## src/rtl/pi_digit_reader_pkg.sv

```systemverilog
// Shared definitions for the pi digit ROM reader: digit packing, default ROM latency,
// controller state encoding and the bad-word test applied to every loaded word.
package pi_defs;
    localparam int DIGITS_PER_WORD = 4;
    localparam int DIGIT_W         = 4;
    localparam int READ_LAT_DEF    = 3;

    typedef enum logic [1:0] {
        IDLE  = 2'd0,
        RUN   = 2'd1,
        DRAIN = 2'd2
    } state_t;

    // Reserved bits must be zero and every nibble must be a decimal digit.
    function automatic logic word_bad(input logic [17:0] w);
        logic bad;
        bad = (w[17:16] != 2'b00);
        for (int i = 0; i < DIGITS_PER_WORD; i++) begin
            if (w[i*DIGIT_W +: DIGIT_W] > 4'd9) bad = 1'b1;
        end
        return bad;
    endfunction
endpackage

```

## src/rtl/pi_word_fifo.sv

```systemverilog
// Synchronous show-ahead word FIFO: head is valid whenever empty is low, zero read latency.
// Push and pop may coincide; a push while full is dropped unless a pop frees the slot.
module pi_word_fifo #(
    parameter int WIDTH = 18,
    parameter int DEPTH = 4
) (
    input  logic                       clk,
    input  logic                       rst_n,
    input  logic                       push,
    input  logic [WIDTH-1:0]           push_data,
    input  logic                       pop,
    output logic [WIDTH-1:0]           head,
    output logic                       empty,
    output logic [$clog2(DEPTH+1)-1:0] count
);
    localparam int AW = (DEPTH > 1) ? $clog2(DEPTH) : 1;
    localparam int CW = $clog2(DEPTH + 1);

    logic [WIDTH-1:0] mem [DEPTH];
    logic [AW-1:0]    wr_ptr;
    logic [AW-1:0]    rd_ptr;
    logic             do_push;
    logic             do_pop;

    assign empty   = (count == '0);
    assign do_pop  = pop && !empty;
    assign do_push = push && ((count < CW'(DEPTH)) || do_pop);
    assign head    = mem[rd_ptr];

    always_ff @(posedge clk) begin
        if (do_push) mem[wr_ptr] <= push_data;
    end

    always_ff @(posedge clk) begin
        if (!rst_n) begin
            wr_ptr <= '0;
            rd_ptr <= '0;
            count  <= '0;
        end else begin
            if (do_push) wr_ptr <= (wr_ptr == AW'(DEPTH - 1)) ? '0 : wr_ptr + AW'(1);
            if (do_pop)  rd_ptr <= (rd_ptr == AW'(DEPTH - 1)) ? '0 : rd_ptr + AW'(1);
            count <= count + CW'(do_push) - CW'(do_pop);
        end
    end
endmodule

```

## src/rtl/pi_digit_reader.sv

```systemverilog
// Walks the pi ROM, re-times its fixed read latency into a word FIFO and streams BCD digits MSD first.
// First digit 6 cycles after start; issue is credit-limited so backpressure never drops a word.
module pi_digit_reader
    import pi_defs::*;
#(
    parameter int ADDR_W     = 24,
    parameter int DATA_W     = 18,
    parameter int N_WORDS    = 24 * 512,
    parameter int READ_LAT   = READ_LAT_DEF,
    parameter int FIFO_DEPTH = 4
) (
    input  logic               clk,
    input  logic               rst_n,
    input  logic               start,
    output logic               busy,
    output logic               done,
    output logic               err,
    output logic [ADDR_W-1:0]  mem_addr,
    input  logic [DATA_W-1:0]  mem_data,
    output logic               dig_valid,
    input  logic               dig_ready,
    output logic [DIGIT_W-1:0] dig_data,
    output logic               dig_last
);
    localparam int IW  = $clog2(READ_LAT + 1);
    localparam int FCW = $clog2(FIFO_DEPTH + 1);
    localparam int LW  = $clog2(N_WORDS + 1);
    localparam int XW  = $clog2(DIGITS_PER_WORD);
    localparam logic [XW-1:0] LAST_IDX = XW'(DIGITS_PER_WORD - 1);

    state_t            state;
    logic [READ_LAT-1:0] vld_sr;
    logic [IW-1:0]     inflight;
    logic [FCW-1:0]    fifo_count;
    logic              fifo_empty;
    logic [DATA_W-1:0] fifo_head;
    logic              start_acc;
    logic              issue;
    logic              hs;
    logic              load;
    logic [DATA_W-1:0] word_q;
    logic [XW-1:0]     idx;
    logic              cur_last;
    logic [LW-1:0]     load_cnt;

    always_comb begin
        inflight = '0;
        for (int i = 0; i < READ_LAT; i++) inflight = inflight + IW'(vld_sr[i]);
    end

    // Words in flight plus words buffered may never exceed the FIFO, so capture can't overflow.
    assign issue     = (state == RUN) && ((int'(inflight) + int'(fifo_count)) < FIFO_DEPTH);
    assign start_acc = (state == IDLE) && start && !busy;
    assign hs        = dig_valid && dig_ready;
    assign load      = (!dig_valid || (hs && idx == LAST_IDX)) && !fifo_empty;
    assign dig_data  = word_q[DIGIT_W*(DIGITS_PER_WORD-1-int'(idx)) +: DIGIT_W];
    assign dig_last  = dig_valid && cur_last && (idx == LAST_IDX);

    pi_word_fifo #(.WIDTH(DATA_W), .DEPTH(FIFO_DEPTH)) u_fifo (
        .clk       (clk),
        .rst_n     (rst_n),
        .push      (vld_sr[READ_LAT-1]),
        .push_data (mem_data),
        .pop       (load),
        .head      (fifo_head),
        .empty     (fifo_empty),
        .count     (fifo_count)
    );

    always_ff @(posedge clk) begin
        if (!rst_n) begin
            state    <= IDLE;
            mem_addr <= '0;
            vld_sr   <= '0;
            busy     <= 1'b0;
            done     <= 1'b0;
        end else begin
            done   <= 1'b0;
            vld_sr <= (vld_sr << 1) | READ_LAT'(issue);
            if (done) busy <= 1'b0;
            case (state)
                IDLE: begin
                    if (start_acc) begin
                        state    <= RUN;
                        busy     <= 1'b1;
                        mem_addr <= '0;
                    end
                end
                RUN: begin
                    if (issue) begin
                        if (mem_addr == ADDR_W'(N_WORDS - 1)) state <= DRAIN;
                        else mem_addr <= mem_addr + ADDR_W'(1);
                    end
                end
                DRAIN: begin
                    if (hs && dig_last && inflight == '0 && fifo_empty) begin
                        done  <= 1'b1;
                        state <= IDLE;
                    end
                end
                default: state <= IDLE;
            endcase
        end
    end

    always_ff @(posedge clk) begin
        if (!rst_n) begin
            word_q    <= '0;
            idx       <= '0;
            dig_valid <= 1'b0;
            cur_last  <= 1'b0;
            load_cnt  <= '0;
            err       <= 1'b0;
        end else begin
            if (start_acc) begin
                load_cnt <= '0;
                err      <= 1'b0;
            end else if (load) begin
                load_cnt <= load_cnt + LW'(1);
                err      <= err | word_bad(fifo_head);
            end
            if (load) begin
                word_q    <= fifo_head;
                idx       <= '0;
                dig_valid <= 1'b1;
                cur_last  <= (load_cnt == LW'(N_WORDS - 1));
            end else if (hs) begin
                if (idx == LAST_IDX) dig_valid <= 1'b0;
                else idx <= idx + XW'(1);
            end
        end
    end
endmodule

```

## config.mk

```make
export PLATFORM = sky130hd
export DESIGN_NAME = pi_digit_reader
export DESIGN_NICKNAME = d
export VERILOG_FILES = /design/src/rtl/pi_digit_reader_pkg.sv /design/src/rtl/pi_word_fifo.sv /design/src/rtl/pi_digit_reader.sv
export SDC_FILE = /design/constraint.sdc
export NUM_CORES = 1
export LEC_CHECK = 0
export BUFFER_PORTS_ARGS = -buffer_cell sky130_fd_sc_hd__buf_2
export CAP_MARGIN = 10
export CORE_MARGIN = 3
export CORE_UTILIZATION = 45
export CTS_BUF_LIST = sky130_fd_sc_hd__clkbuf_2
export DETAILED_ROUTE_END_ITERATION = 10
export SYNTH_ARGS = -nofsm -noshare
export SYNTH_HDL_FRONTEND = slang
export SYNTH_SLANG_ARGS = --single-unit
```

## constraint.sdc

```tcl
create_clock -name clk -period 6.69 [get_ports clk]
set_clock_uncertainty 0.2 [all_clocks]
set_input_delay 1.0035 -clock clk [delete_from_list [all_inputs] [get_ports clk]]
set_output_delay 1.0035 -clock clk [all_outputs]
set_load 0.005 [all_outputs]
```

After elaboration in Yosys (flattened, before gate mapping). Memories as Yosys holds them, arrays and structs flattened. A register that Yosys moved wholly into a read port is not among the register bits. Index checks and enable logic that the tools add are counted.

Register bits: 75. RAM bits: 72. Bits of input ports: 22. Output and inout bits: 33. Memories: 1.

$add $sub $neg: 11. Magnitude comparators: 6. Equal/unequal tests: 12. Shifts and indexed selects: 1. Mux-type cells: 29. Bitwise operators: 4. Reductions and logical operators: 32.

Memory list: u_fifo.mem (depth 4, bits a word 18, read ports 1, clocked after memory_dff 1, write ports 1, line pi_word_fifo.sv:19) `logic [WIDTH-1:0] mem [DEPTH];`.

Operators with widths (number): two-way mux 24 bit (3); one-hot mux 24 bit (2 select lines) (1); adder 24 x 1 -> 24 bit, second input constant (1); == test 24 x 14 -> 1 bit, second input constant (1); variable part select 18 x 5 -> 4 bit (1); > comparator 4 bit, second input constant (4); two-way mux 1 bit (16); two-way mux 2 bit (8); adder 14 x 1 -> 14 bit, second input constant (1); == test 14 bit, second input constant (1); logical AND 1 bit (13); == test 2 bit, second input constant (4); != test 2 bit, second input constant (4); AND reduction 4 bit (2); nonzero test 2 bit (4); adder 2 x 1 -> 2 bit, second input constant (3); one-hot mux 2 bit (3 select lines) (1); AND reduction 2 bit (3); adder 2 x 3 -> 4 bit (1); zero test 2 bit (2); < comparator 4 x 3 -> 1 bit, second input constant (1); OR reduction 2 bit (2); adder 3 x 1 -> 3 bit (1); zero test 1 bit (3); 12 further kinds (14).

Logic depth before layout (Yosys ltp).
Depth in word-level cells: 9. Mapped depth: 13. Mapped depth without buffers: 12.

Modules after synthesis. From an unflattened synthesis, not the netlist that was laid out.

Cell total of the unflattened synthesis: 521. Area total of the unflattened synthesis: 6182.2 um^2.

By module, submodules not included: pi_word_fifo (instances 1, cells each 145, area an instance 3108.0 um^2); pi_digit_reader (instances 1, cells each 376, area an instance 3074.2 um^2).

Worst setup path before layout. No wires, ideal clock.

Path type: input-to-reg. Start: input dig_ready. End: register u_fifo.count[2]. Data arrival time: 2.844 ns. Setup slack: 3.531 ns. Stages: 12. Path through: a21bo_2 nand2_1 inv_2 clkbuf_1 ha_1 inv_1 ha_1 inv_1 fa_1 xnor2_1 xnor2_1 and2_1.

Longest elaborated chain between the ends: 9.

Ends and longest elaborated chain: start: declaration (line pi_digit_reader.sv:21) `input logic dig_ready,`; logical AND 1 bit * (line pi_digit_reader.sv:54) `assign hs = dig_valid && dig_ready;`; logical AND 1 bit * (line pi_digit_reader.sv:55) `assign load = (!dig_valid || (hs && idx == LAST_IDX)) && !fifo_empty;`; logical OR 1 bit * (line pi_digit_reader.sv:55); logical AND 1 bit * (line pi_digit_reader.sv:55); net load (line pi_digit_reader.sv:40) `logic load;`; logical AND 1 bit * (line pi_word_fifo.sv:26) `assign do_pop = pop && !empty;`; logical OR 1 bit (line pi_word_fifo.sv:27) `assign do_push = push && ((count < CW'(DEPTH)) || do_pop);`; logical AND 1 bit (line pi_word_fifo.sv:27); adder 3 x 1 -> 3 bit (line pi_word_fifo.sv:42) `count <= count + CW'(do_push) - CW'(do_pop);`; subtractor 3 x 1 -> 3 bit * (line pi_word_fifo.sv:42); end signal: assignment (line pi_word_fifo.sv:42); end: declaration (line pi_word_fifo.sv:14) `output logic [$clog2(DEPTH+1)-1:0] count`.

The timed path passes the listed nets; every way through them passes the cells marked *. A chain may end at the register's enable or synchronous reset.

Final worst setup path.
Start: register idx[0]. End: register u_fifo.count[2].

Longest elaborated chain between the ends: 9.

Ends and longest elaborated chain: start: declaration (line pi_digit_reader.sv:42) `logic [XW-1:0] idx;`; start signal: assignment (line pi_digit_reader.sv:129) `else idx <= idx + XW'(1);`; == test 2 bit * (line pi_digit_reader.sv:55); logical AND 1 bit * (line pi_digit_reader.sv:55); logical OR 1 bit * (line pi_digit_reader.sv:55); logical AND 1 bit * (line pi_digit_reader.sv:55); logical AND 1 bit * (line pi_word_fifo.sv:26); logical OR 1 bit (line pi_word_fifo.sv:27); logical AND 1 bit (line pi_word_fifo.sv:27); adder 3 x 1 -> 3 bit (line pi_word_fifo.sv:42); subtractor 3 x 1 -> 3 bit * (line pi_word_fifo.sv:42).

Every way passes the cells marked *; elsewhere a longest branch is shown, timed or not.

==> impl_metrics.yaml <==
run_status:
  run_status: "finished, final reports clean"
clock_network:
  post-cts-setup-buffer-count: 0
  ctsLongestPathBuffers: 2
  htree_levels: 4
  clockRootBuffer: "clkbuf_2"
  clk_latency_ns: 0.69
  cts.reportedPaths.clkPinSlew_ns: 0.21
  cts_hold_repair.buffers: 0
  cts_sinks: 147
  cts_resized: 0
  cts_made_buffers: 17
  cts_tree: "built"
worst_setup_path:
  cp_cell_sequence: "ha_1 > a21bo_2 > nand2_1 > inv_2 > ha_1 > inv_1 > ha_1 > inv_1 > fa_1 > xnor2_1 > xnor2_1 > and2_1"
  cp_max_fo: 24
  cp.buffers_inverters: 3
  endpoint: "u_fifo.count[2]$_SDFF_PN0_"
  r2r-end: "u_fifo.count[2]$_SDFF_PN0_"
  timing.critical_path.mode_cell: "ha_1"
  crit_family: "adder cells"
  worst_path_max_delay_cell: "dfxtp_1"
  crit_path_start: "idx[0]$_SDFFE_PP0P_"
  r2r-start: "idx[0]$_SDFFE_PP0P_"
  crit_cells: 12
  crit_path_start_kind: "flip-flop"
  crit_type: "flip-flop to flip-flop"
  crit_arrival_ns: 3.99
  cp-end-kind: "flip-flop"
  rr_worst_depth: 12
  ff2ff_setup_slack_ns: 3.12
  worstPathRequired_ns: 7.11
  slowest_delay_ns: 0.57
logic_synthesis:
  synthesis.nets: 531
  yosysWarningCount: 0
  synth-seq-cells: 147
  synth.area.top_cells: "edfxtp_1, dfxtp_1, mux4_2, nand2_1, a21boi_1"
  synth.top_cell.area_share: 0.350
  yosysSeqAreaShare: 0.592
  synth_flop_cell: "dfxtp_1"
  netlist_instances: 496
  avgSynthCellArea_um2: 12.5
  netlist_area_um2: 6190
  synth_cell_types: 55
  async_flop_share: 0
  synth_top_area_cell: "edfxtp_1"
  synth-edff-count: 72
timing:
  tns_ns: 0
  drv_slew: 0
  hold_viol_final: 0
  max_freq_mhz: 280
  min_period_ns: 3.57
  slew_headroom: 0.323
  fin_crit_sh: 0.534
  setup_violations: 0
  worst_slew_pin_slew_ns: 1.02
  rsz0062_at_grt: "false"
min_path:
  hp-class: "flip-flop to flip-flop"
  hp-start: "word_q[3]$_SDFFE_PN0P_"
global_route:
  overflow: 0
  antenna_found_initial: 1
  grt.total_usage: 0.165
  grt_start_max_net_pins: 38
  grt_pass1_vias: 3858
  grt_first_pass_wirelength_um: 19100
die:
  io_pins: 55
  core_area_um2: 13300
  die_h_um: 123
  die_x_um: 123
  die_area_um2: 15200
  core.rowCount: 42
  initial_utilization: 0.463
routing:
  via_per_inst: 5.30
  wirelength_um: 11400
  drt_iter0_markers: 243
  num_vias: 3929
  antenna_left: 0
  wl_per_cell_um: 15.4
  drt_pass1_iterations: 4
  drc: 0
run:
  cap_violations: 0
pwr:
  irDropWorstVdd_mv: 0.142
  p_leak_nw: 2.39
  power.density_nw_per_um2: 295
final_layout:
  layout-drive-gt1-share: 0.220
  nets: 586
  layout_commonest_cell: "dfxtp_1"
  areaGrowthSynthToFinish_pct: 10.6
  fin_util: 0.513
  final_cell_mix: "dfxtp_1, edfxtp_1, nand2_1, buf_2, a21oi_1"
  filler_cell_count: 1193
placement:
  io_buffers: 54
  place_hpwl_um: 7570
  place.gp.congestion: 0.746
==> state kept, by name, indices dropped and copies added (netlist names), 2 cells and up, named ones only <==
name and cells:
u_fifo.count 3, u_fifo.rd_ptr 2, word_q 16, u_fifo.wr_ptr 2
idx 2, mem_addr 24, vld_sr 3, load_cnt 14
u_fifo.mem 72, state 2
==> worst reg2reg max path: cells and delay by family (launching register included) <==
kind	cells	cell delay [ns]
buffers and inverters	3	0.64
DFF	1	0.57
xor gates and xnor gates	2	0.27
and+or+nand+nor	2	0.58
adders and majority gates	4	1.07
AOI/OAI and AO/OA	1	0.17
==> synth_stat cells (all sizes together), types with 11 or more instances <==
master / count
dfxtp: 75
edfxtp: 72
nand2: 59
a21oi: 25
o21ai: 23
a21boi: 22
or3: 21
mux4: 20
nand3: 19
nor2: 18
clkbuf: 14
and2: 12
inv: 12
ha: 11
==> metal layers <==
metal	wire (um)	GRT usage	share of wire
met1	5230	0.210	0.46
met2	5550	0.270	0.49
met3	427	0.0439	0.037
met4	178	0.0644	0.016
met5	0	0	0
==> power breakdown <==
group | internal [mW] | switching (mW)
clock | 0.181 | 0.328
combinational | 0.196 | 0.240
sequential | 1.01 | 0.0632
total | 1.39 | 0.632
==> layout make-up <==
type	count	area, um2	area share
Multi-Input combinational cell	317	2380	0.347
Clock buffer	19	95.1	0.0139
Antenna cell	1	2.50	0.000366
Clock inverter	13	154	0.0225
Sequential cell	147	3660	0.535
Inverter	12	45.0	0.00658
Tap cell	176	220	0.0322
Timing Repair Buffer	56	285	0.0417
==> worst min path at each step <==
stage,cells after the start,end
finish,2,word_q[3]$_SDFFE_PN0P_
detailed placement,2,word_q[0]$_SDFFE_PN0P_
global route,1,u_fifo.mem[1][13]$_DFFE_PP_
CTS,1,u_fifo.mem[2][7]$_DFFE_PP_
global placement,2,word_q[3]$_SDFFE_PN0P_
floorplan,2,word_q[4]$_SDFFE_PN0P_
==> logic make-up after synthesis <==
| kind of cell | synth area share |
|---|---|
| multiplexers | 0.0744 |
| adder cells (fa/ha/maj) | 0.0287 |
| AO/OA/AOI/OAI | 0.0997 |
| XOR/XNOR | 0.0184 |
| AND/OR/NAND/NOR | 0.163 |
| flip-flops | 0.592 |
| buffers and inverters | 0.0237 |
==> stage by stage <==
stage | instance area, um2 | power (mW) | hold slack [ns] | cells | setup slack [ns]
floorplan | 6190 | 1.43 | 0.232 | 496 | 3.53
global placement | 6590 | 1.53 | 0.236 | 708 | 2.75
detailed placement | 6590 | 1.54 | 0.248 | 708 | 2.68
CTS | 6840 | 2.05 | 0.205 | 740 | 3.06
global route | 6840 | 2.15 | 0.194 | 741 | 2.68
finish | 6840 | 2.02 | 0.267 | 741 | 3.12
Power figures use the tool's default switching activity.
